$ cat src/rtl/fetch_decoder_if.sv
// Instruction-memory fetch handshake between fetch_decoder (master) and instruction memory (slave).
interface fetch_decoder_if;
  logic        imem_req_o;
  logic [31:0] imem_addr_o;
  logic        imem_ack_i;
  logic [15:0] imem_rdata_i;

  modport master (output imem_req_o, output imem_addr_o, input imem_ack_i, input imem_rdata_i);
  modport slave  (input imem_req_o, input imem_addr_o, output imem_ack_i, output imem_rdata_i);
endinterface

$ cat src/rtl/fetch_decoder.sv
// Fetch/decode stage: assembles 16/32-bit instructions, reads operands, issues one-cycle pulses to execute.
// Optional macro ILLEGAL_TRAP_EN: undefined instructions raise sticky illegal_o and halt fetching.
module fetch_decoder #(
  parameter logic [31:0] RESET_PC = 32'h0000_0000
) (
  input  logic                clk,
  input  logic                rst_n,
  fetch_decoder_if.master     bus,
  input  logic [31:0]         gr_i [32],
  output logic [4:0]          destination_o,
  output logic [31:0]         reg1_o,
  output logic [31:0]         reg2_o,
  output logic                increment_bit_o,
  output logic [4:0]          circuit_sel_o,
  output logic [31:0]         fpc_o
`ifdef ILLEGAL_TRAP_EN
  ,
  output logic                illegal_o
`endif
);

  typedef enum logic [1:0] {S_FETCH_LO, S_FETCH_HI, S_HOLD, S_HALT} state_e;

  typedef struct packed {
    logic       def;
    logic [4:0] sel;
    logic [4:0] dest;
    logic       rd1;
    logic       rd2;
    logic       imm;
    logic [1:0] swp;
  } dec_t;

  function automatic dec_t decode(input logic [15:0] h, input logic [15:0] g);
    dec_t d;
    d      = '0;
    d.dest = h[15:11];
    case (h[10:5])
      6'b001110: begin d.def = 1'b1; d.sel = 5'b00001; d.rd1 = 1'b1; d.rd2 = 1'b1; end
      6'b010010: begin d.def = 1'b1; d.sel = 5'b00001; d.imm = 1'b1; d.rd2 = 1'b1; end
      6'b001010: begin d.def = 1'b1; d.sel = 5'b00010; d.rd1 = 1'b1; d.rd2 = 1'b1; end
      6'b111111: begin
        d.dest = g[15:11];
        if (h[4:0] == 5'd0 && g[10:0] == 11'h340) begin
          d.def = 1'b1; d.sel = 5'b00111; d.rd2 = 1'b1; d.swp = 2'd1;
        end else if (h[4:0] == 5'd0 && g[10:0] == 11'h342) begin
          d.def = 1'b1; d.sel = 5'b00110; d.rd2 = 1'b1; d.swp = 2'd2;
        end
      end
      default: ;
    endcase
    return d;
  endfunction

  function automatic logic signed [31:0] sext5(input logic signed [4:0] v);
    return {{27{v[4]}}, v};
  endfunction

  function automatic logic [31:0] swap_bytes(input logic [31:0] w, input logic [1:0] mode);
    case (mode)
      2'd1:    return {w[7:0], w[15:8], w[23:16], w[31:24]};
      2'd2:    return {w[23:16], w[31:24], w[7:0], w[15:8]};
      default: return w;
    endcase
  endfunction

  state_e             r_state, w_state_nx;
  logic [31:0]        r_fpc;
  logic               r_req;
  logic [15:0]        r_h, r_g;
  logic               r_last_valid;
  logic [4:0]         r_last_dest;
  logic [4:0]         r_sel_p1, r_dest_p1;
  logic [31:0]        r_reg1_p1, r_reg2_p1;

  logic [15:0]        w_h, w_g;
  dec_t               w_dec;
  logic               w_ack, w_xii_first, w_hazard, w_fire;
  logic               w_issue, w_latch_h, w_latch_g, w_fpc_inc, w_req_nx;
  logic [31:0]        w_gr1, w_gr2, w_reg1, w_reg2;

  // Candidate instruction: live halfword, latched first half + live second half, or fully latched.
  always_comb begin
    w_h = bus.imem_rdata_i;
    w_g = 16'h0000;
    case (r_state)
      S_FETCH_HI: begin w_h = r_h; w_g = bus.imem_rdata_i; end
      S_HOLD:     begin w_h = r_h; w_g = r_g; end
      default: ;
    endcase
  end

  assign w_dec       = decode(w_h, w_g);
  assign w_ack       = bus.imem_ack_i && r_req;
  assign w_xii_first = (r_state == S_FETCH_LO) && (w_h[10:5] == 6'b111111) && (w_h[4:0] == 5'd0);
  assign w_hazard    = r_last_valid && (r_last_dest != 5'd0) && w_dec.def &&
                       ((w_dec.rd1 && w_h[4:0] == r_last_dest) || (w_dec.rd2 && w_h[15:11] == r_last_dest));

  assign w_gr1  = (w_h[4:0] == 5'd0)   ? 32'h0 : gr_i[w_h[4:0]];
  assign w_gr2  = (w_h[15:11] == 5'd0) ? 32'h0 : gr_i[w_h[15:11]];
  assign w_reg1 = w_dec.imm ? sext5(w_h[4:0]) : (w_dec.rd1 ? w_gr1 : 32'h0);
  assign w_reg2 = w_dec.rd2 ? swap_bytes(w_gr2, w_dec.swp) : 32'h0;

  always_ff @(posedge clk or negedge rst_n) begin
    if (!rst_n) r_state <= S_FETCH_LO;
    else        r_state <= w_state_nx;
  end

  always_comb begin
    w_state_nx = r_state;
    case (r_state)
      S_FETCH_LO: if (w_ack) begin
        if (w_xii_first)   w_state_nx = S_FETCH_HI;
        else if (w_hazard) w_state_nx = S_HOLD;
`ifdef ILLEGAL_TRAP_EN
        if (!w_xii_first && !w_dec.def) w_state_nx = S_HALT;
`endif
      end
      S_FETCH_HI: if (w_ack) begin
        w_state_nx = w_hazard ? S_HOLD : S_FETCH_LO;
`ifdef ILLEGAL_TRAP_EN
        if (!w_dec.def) w_state_nx = S_HALT;
`endif
      end
      S_HOLD:  w_state_nx = S_FETCH_LO;
      default: w_state_nx = r_state;
    endcase
  end

  always_comb begin
    w_issue   = 1'b0;
    w_latch_h = 1'b0;
    w_latch_g = 1'b0;
    w_fpc_inc = 1'b0;
    case (r_state)
      S_FETCH_LO: if (w_ack) begin
        w_fpc_inc = 1'b1;
        if (w_xii_first || w_hazard) w_latch_h = 1'b1;
        else                         w_issue   = 1'b1;
      end
      S_FETCH_HI: if (w_ack) begin
        w_fpc_inc = 1'b1;
        if (w_hazard) w_latch_g = 1'b1;
        else          w_issue   = 1'b1;
      end
      S_HOLD:  w_issue = 1'b1;
      default: ;
    endcase
    w_req_nx = (w_state_nx == S_FETCH_LO) || (w_state_nx == S_FETCH_HI);
  end

  // Writes to r0 would retarget the PC in execute, so they never leave as a real operation.
  assign w_fire = w_issue && w_dec.def && (w_dec.dest != 5'd0);

  // Issue stage registers: one-cycle pulse, zero on every other edge.
  always_ff @(posedge clk or negedge rst_n) begin
    if (!rst_n) begin
      r_fpc        <= RESET_PC;
      r_req        <= 1'b0;
      r_h          <= '0;
      r_g          <= '0;
      r_last_valid <= 1'b0;
      r_last_dest  <= '0;
      r_sel_p1     <= '0;
      r_dest_p1    <= '0;
      r_reg1_p1    <= '0;
      r_reg2_p1    <= '0;
    end else begin
      r_req        <= w_req_nx;
      if (w_fpc_inc) r_fpc <= r_fpc + 32'd2;
      if (w_latch_h) r_h   <= bus.imem_rdata_i;
      if (w_latch_g) r_g   <= bus.imem_rdata_i;
      r_last_valid <= w_fire;
      r_last_dest  <= w_fire ? w_dec.dest : 5'd0;
      r_sel_p1     <= w_fire ? w_dec.sel  : 5'd0;
      r_dest_p1    <= w_fire ? w_dec.dest : 5'd0;
      r_reg1_p1    <= w_fire ? w_reg1     : 32'h0;
      r_reg2_p1    <= w_fire ? w_reg2     : 32'h0;
    end
  end

`ifdef ILLEGAL_TRAP_EN
  logic r_illegal;
  always_ff @(posedge clk or negedge rst_n) begin
    if (!rst_n)                                            r_illegal <= 1'b0;
    else if (w_state_nx == S_HALT && r_state != S_HALT)    r_illegal <= 1'b1;
  end
  assign illegal_o = r_illegal;
`endif

  assign bus.imem_req_o  = r_req;
  assign bus.imem_addr_o = r_fpc;
  assign fpc_o           = r_fpc;
  assign destination_o   = r_dest_p1;
  assign reg1_o          = r_reg1_p1;
  assign reg2_o          = r_reg2_p1;
  assign circuit_sel_o   = r_sel_p1;
  assign increment_bit_o = 1'b0;

endmodule

$ cat src/flat_wrapper.sv
// flat-port wrapper written by rule: the top's interface ports become plain ports
module fetch_decoder_flat 
#(
  parameter logic [31:0] RESET_PC = 32'h0000_0000
)
  (clk, rst_n, gr_i, destination_o, reg1_o, reg2_o, increment_bit_o, circuit_sel_o, fpc_o, bus_imem_req_o, bus_imem_addr_o, bus_imem_ack_i, bus_imem_rdata_i);
  fetch_decoder_if bus_i ();
  input  logic clk;
  input  logic rst_n;
  input  logic [31:0] gr_i[32];
  output logic [4:0] destination_o;
  output logic [31:0] reg1_o;
  output logic [31:0] reg2_o;
  output logic increment_bit_o;
  output logic [4:0] circuit_sel_o;
  output logic [31:0] fpc_o;
  output wire logic [$bits(bus_i.imem_req_o)-1:0] bus_imem_req_o;
  output wire logic [$bits(bus_i.imem_addr_o)-1:0] bus_imem_addr_o;
  input wire logic [$bits(bus_i.imem_ack_i)-1:0] bus_imem_ack_i;
  input wire logic [$bits(bus_i.imem_rdata_i)-1:0] bus_imem_rdata_i;
  assign bus_imem_req_o = bus_i.imem_req_o;
  assign bus_imem_addr_o = bus_i.imem_addr_o;
  assign bus_i.imem_ack_i = bus_imem_ack_i;
  assign bus_i.imem_rdata_i = bus_imem_rdata_i;
  fetch_decoder #(.RESET_PC(RESET_PC)) u_core (.clk(clk), .rst_n(rst_n), .bus(bus_i), .gr_i(gr_i), .destination_o(destination_o), .reg1_o(reg1_o), .reg2_o(reg2_o), .increment_bit_o(increment_bit_o), .circuit_sel_o(circuit_sel_o), .fpc_o(fpc_o));
endmodule
$ cat config.mk
export PLATFORM = sky130hd
export DESIGN_NAME = fetch_decoder_flat
export DESIGN_NICKNAME = d
export VERILOG_FILES = /design/src/rtl/fetch_decoder_if.sv /design/src/rtl/fetch_decoder.sv /design/src/flat_wrapper.sv
export SDC_FILE = /design/constraint.sdc
export NUM_CORES = 2
export LEC_CHECK = 0
export CAP_MARGIN = 30
export CORE_AREA = 2 2 463 465
export DETAILED_ROUTE_END_ITERATION = 7
export DIE_AREA = 0 0 465 467
export DONT_BUFFER_PORTS = 1
export GPL_TIMING_DRIVEN = 0
export SETUP_SLACK_MARGIN = 0.3
export SYNTH_ARGS = -nofsm -noshare
export SYNTH_HDL_FRONTEND = slang
export SYNTH_SLANG_ARGS = --single-unit
$ cat constraint.sdc
create_clock -name clk -period 3.15 [get_ports clk]
set_clock_uncertainty 0.05 [all_clocks]
set_input_delay 0.4725 -clock clk [delete_from_list [all_inputs] [get_ports clk]]
set_output_delay 0.4725 -clock clk [all_outputs]
set_load 0.01 [all_outputs]
==> flow_metrics.tcl, run 1 <==
set metrics [dict create \
    synthArstFlopShare 1.00 \
    io_pins 1183 \
    synthCells 4435 \
    die_y_um 467 \
    ys_types 96 \
    start_util 0.128 \
    synth_ff_type "dfrtp_1" \
    stop_stage "3_3_place_gp" \
    synth_area_leaders "nand2_1, dfrtp_1, a311oi_1, a21oi_1, nand3_1" \
    ys_seq_area_frac 0.129 \
    syn_area_um2 27100 \
    yosys_warnings 0 \
    yosys.area.top_type "nand2_1" \
    io_buffers 0 \
    synth_top_area_share 0.201 \
    ys_ff_latch 139 \
    synth_area_per_cell_um2 6.10 \
    synth_edf_count 0 \
    status "aborted with a tool error" \
    stop_error "[ERROR GPL-0305] RePlAce diverged during gradient descent calculation, resulting in an invalid step length (Inf or NaN). This is often caused by numerical instability ..." \
    die_w_um 465 \
    fp-row-count 169 \
]
-- logic make-up after synthesis --
kind of cell / Yosys count / share of synthesized area
AND/OR/NAND/NOR: 2276 / 0.366
flip-flops: 139 / 0.129
other: 1 / 0.000139
buffers and inverters: 516 / 0.0938
multiplexers: 102 / 0.0506
adder cells (fa/ha/maj): 5 / 0.00231
XOR/XNOR: 40 / 0.0130
AO/OA/AOI/OAI: 1356 / 0.346
-- cells in the mapped netlist (all sizes together) (48+ instances only) --
cell / instances
a211oi: 76
a21oi: 363
a311oi: 226
a31oi: 84
and3: 144
buf: 300
clkbuf: 196
dfrtp: 139
mux2: 49
nand2: 1453
nand3: 331
nor2: 152
nor3: 48
o211ai: 98
o21ai: 157
o22ai: 66
==> inputs of run 2 (changes only) <==
--- a/config.mk
+++ b/config.mk
@@ -6,12 +6,12 @@
 export NUM_CORES = 2
 export LEC_CHECK = 0
 export CAP_MARGIN = 30
-export CORE_AREA = 2 2 463 465
+export CORE_AREA = 2 2 456 458
 export DETAILED_ROUTE_END_ITERATION = 7
-export DIE_AREA = 0 0 465 467
+export DIE_AREA = 0 0 458 460
 export DONT_BUFFER_PORTS = 1
 export GPL_TIMING_DRIVEN = 0
-export SETUP_SLACK_MARGIN = 0.3
+export PLACE_DENSITY_LB_ADDON = 0.15
 export SYNTH_ARGS = -nofsm -noshare
 export SYNTH_HDL_FRONTEND = slang
 export SYNTH_SLANG_ARGS = --single-unit
==> constraint.sdc (replaced) <==
create_clock -name clk -period 4.1 [get_ports clk]
set_clock_uncertainty 0.05 [all_clocks]
set_input_delay 0.615 -clock clk [delete_from_list [all_inputs] [get_ports clk]]
set_output_delay 0.615 -clock clk [all_outputs]
set_load 0.01 [all_outputs]
==> flow_metrics.tcl, run 2 <==
set metrics [dict create \
    min_from "bus_imem_rdata_i[6]" \
    clk-insertion-delay-late_ns 0.53 \
    p_leak_nw 14.8 \
    reg2reg_depth 15 \
    slew_headroom 0.265 \
    first_global_vias 43038 \
    synthArstFlopShare 1.00 \
    powerDensity_nw_per_um2 228 \
    swShare 0.555 \
    syn_area_um2 27100 \
    worstHoldPathType "in -> reg" \
    fp-row-count 167 \
    clk_pin_slew_ns 0.07 \
    yosys_warnings 0 \
    final_max_slew_viol_count 0 \
    ys_ff_latch 139 \
    r2r-start "u_core.r_state[0]$_DFF_PN0_" \
    synthXorXnorAreaFrac 0.0130 \
    mostFrequentLayoutCell "nand2_1" \
    cts_sinks 139 \
    vias 50446 \
    max_slew.worst_pin.slew_ns 1.10 \
    synth_area_per_cell_um2 6.10 \
    synth_area_leaders "nand2_1, dfrtp_1, a311oi_1, a21oi_1, nand3_1" \
    yosys.area.top_type "nand2_1" \
    whs_ns 0.198 \
    yosys.area_share.simple 0.366 \
    dieArea_um2 211000 \
    drtIter0Drc 9653 \
    htree_levels 4 \
    violations "setup timing" \
    holdPathStages 1 \
    nets 5739 \
    synth_most_common_cell "nand2_1" \
    start_util 0.131 \
    cts_tree "built" \
    antenna_found_initial 218 \
    ys_seq_area_frac 0.129 \
    cts_buffer_depth 2 \
    die_w_um 458 \
    cts_buffers 17 \
    drt-pass1-iter-count 6 \
    routabilityCongestion 1.07 \
    die_y_um 460 \
    worst_slack_ns -0.225 \
    grt_usage 0.468 \
    crit_fanout 10 \
    ys_types 96 \
    core-area_um2 206000 \
    io_pins 1183 \
    synth_ff_type "dfrtp_1" \
    grt_max_degree 140 \
    area_growth_pct 44.7 \
    synth_mux_area_frac 0.0506 \
    layout_min_cycle_time_ns 4.32 \
    end_kind "register" \
    layout_common_cells "nand2_1, a21oi_1, nand3_1" \
    combPwrFrac 0.632 \
    synth_common_cells "nand2_1, a21oi_1, nand3_1" \
    wl_per_cell_um 67.3 \
    start_kind "register" \
    synth-adder-area-share 0.00231 \
    p_seq_frac 0.169 \
    pre_cts_slack_ns -2.34 \
    synthCells 4435 \
    totalWireLength_mm 518 \
    intPower_w 0.00396 \
    grt_overflow 0 \
    place_hpwl_mm 416 \
    required_ns 4.44 \
    synth_top_family_by_area "simple AND/OR/NAND/NOR gates" \
    setup_viol 52 \
    period_share 1.05 \
    maxCapViolCount 0 \
    status "finished, violations left" \
    hold_viol_final 0 \
    holdPathEnd "u_core.r_g[6]$_DFFE_PN0P_" \
    grt_pass1_wl_mm 612 \
    vias_per_cell 6.55 \
    synth_edf_count 0 \
    root_buffer "clkbuf_16" \
    timing.rr.end "u_core.reg2_o[20]$_DFF_PN0_" \
    critPathKind "reg -> reg" \
    vdd_drop_max_v 0.000373 \
    antenna_left 0 \
    net-switching-power_w 0.00495 \
    clockPowerShare 0.199 \
    fmax_mhz 231 \
    synth_top_area_share 0.201 \
    drive_gt1_frac 0.220 \
    critPathArrivalTime_ns 4.67 \
    rrSetupSlack_ns -0.22 \
    io_buffers 0 \
    fin_util 0.190 \
    synth-compound-area-share 0.346 \
    route.detailed.drc 0 \
]
run 2: critical path: stages (launching register included):
cell     delay, ns
dfrtp_1       0.37
inv_2         0.06
ha_4          0.27
buf_12        0.15
buf_12        0.17
mux2i_4       0.41
buf_12        0.22
buf_6         0.34
buf_6         0.40
a21oi_1       0.13
a31oi_1       0.33
o22ai_1       0.20
nor3_4        0.42
nor2_4        0.15
o22a_1        0.23
o21ai_1       0.18
run 2: cell type report:
class                      instances  area [um^2]
fill                           23679       167000
multi-input combinational       3784        23000
buffer                           490         4720
sequential                       139         3480
tap                             2704         3380
timing repair buffer             239         3170
antenna                          293          733
clock buffer                      20          457
clock inverter                    12          161
inverter                          20         75.1
run 2: kinds of logic after synthesis:
kind of cell / count (synthesis)
and+or+nand+nor: 2276
AOI/OAI and AO/OA: 1356
buffers and inverters: 516
DFF: 139
muxes: 102
xor gates and xnor gates: 40
adders and majority gates: 5
other: 1
run 2: worst max path at each step:
stage,from,to
after floorplan,u_core.r_state[1]$_DFF_PN0_,u_core.reg2_o[13]$_DFF_PN0_
after global placement,u_core.r_state[1]$_DFF_PN0_,u_core.reg2_o[12]$_DFF_PN0_
after detailed placement,u_core.r_state[1]$_DFF_PN0_,u_core.reg2_o[16]$_DFF_PN0_
after CTS,u_core.r_state[0]$_DFF_PN0_,u_core.reg2_o[24]$_DFF_PN0_
after global routing,u_core.r_state[0]$_DFF_PN0_,u_core.reg1_o[2]$_DFF_PN0_
final,u_core.r_state[0]$_DFF_PN0_,u_core.reg2_o[20]$_DFF_PN0_
run 2: metal layers:
| metal | track usage | up-vias | wire, um | share of wire |
|---|---|---|---|---|
| li1 | - | 17199 | - | - |
| met1 | 0.493 | 25269 | 176000 | 0.34 |
| met2 | 0.648 | 5946 | 204000 | 0.39 |
| met3 | 0.278 | 1972 | 82500 | 0.16 |
| met4 | 0.427 | 60 | 56100 | 0.11 |
| met5 | 0.000230 | - | 396 | 0.00076 |
run 2: power groups by stage:
stage	registers, W	logic [W]	clock network (W)
floorplan	0.00150	0.00181	0
global placement	0.00153	0.00429	0
global route	0.00151	0.00538	0.00187
detailed placement	0.00153	0.00453	0
CTS	0.00151	0.00508	0.00183
finish	0.00151	0.00563	0.00178
run 2: metrics by stage:
step | TNS, ns | instances | instance area (um^2) | total power (W)
after floorplan | 0 | 4439 | 27100 | 0.00331
after global placement | -190.16 | 7143 | 30500 | 0.00582
after detailed placement | -108.97 | 7303 | 33000 | 0.00606
after CTS | -1.05 | 7377 | 37800 | 0.00842
after global routing | -0.000441 | 7562 | 38800 | 0.00876
final | -4.94 | 7701 | 39100 | 0.00891
run 2: repair_timing:
action	CTS	global route
hold buffers	1	1
gates cloned	0	2
gates resized for setup	950	93
pin swaps	45	27
setup endpoints to repair	66	64
buffers inserted	46	25
hold endpoints to repair	139	5
Power figures use the tool's default switching activity.
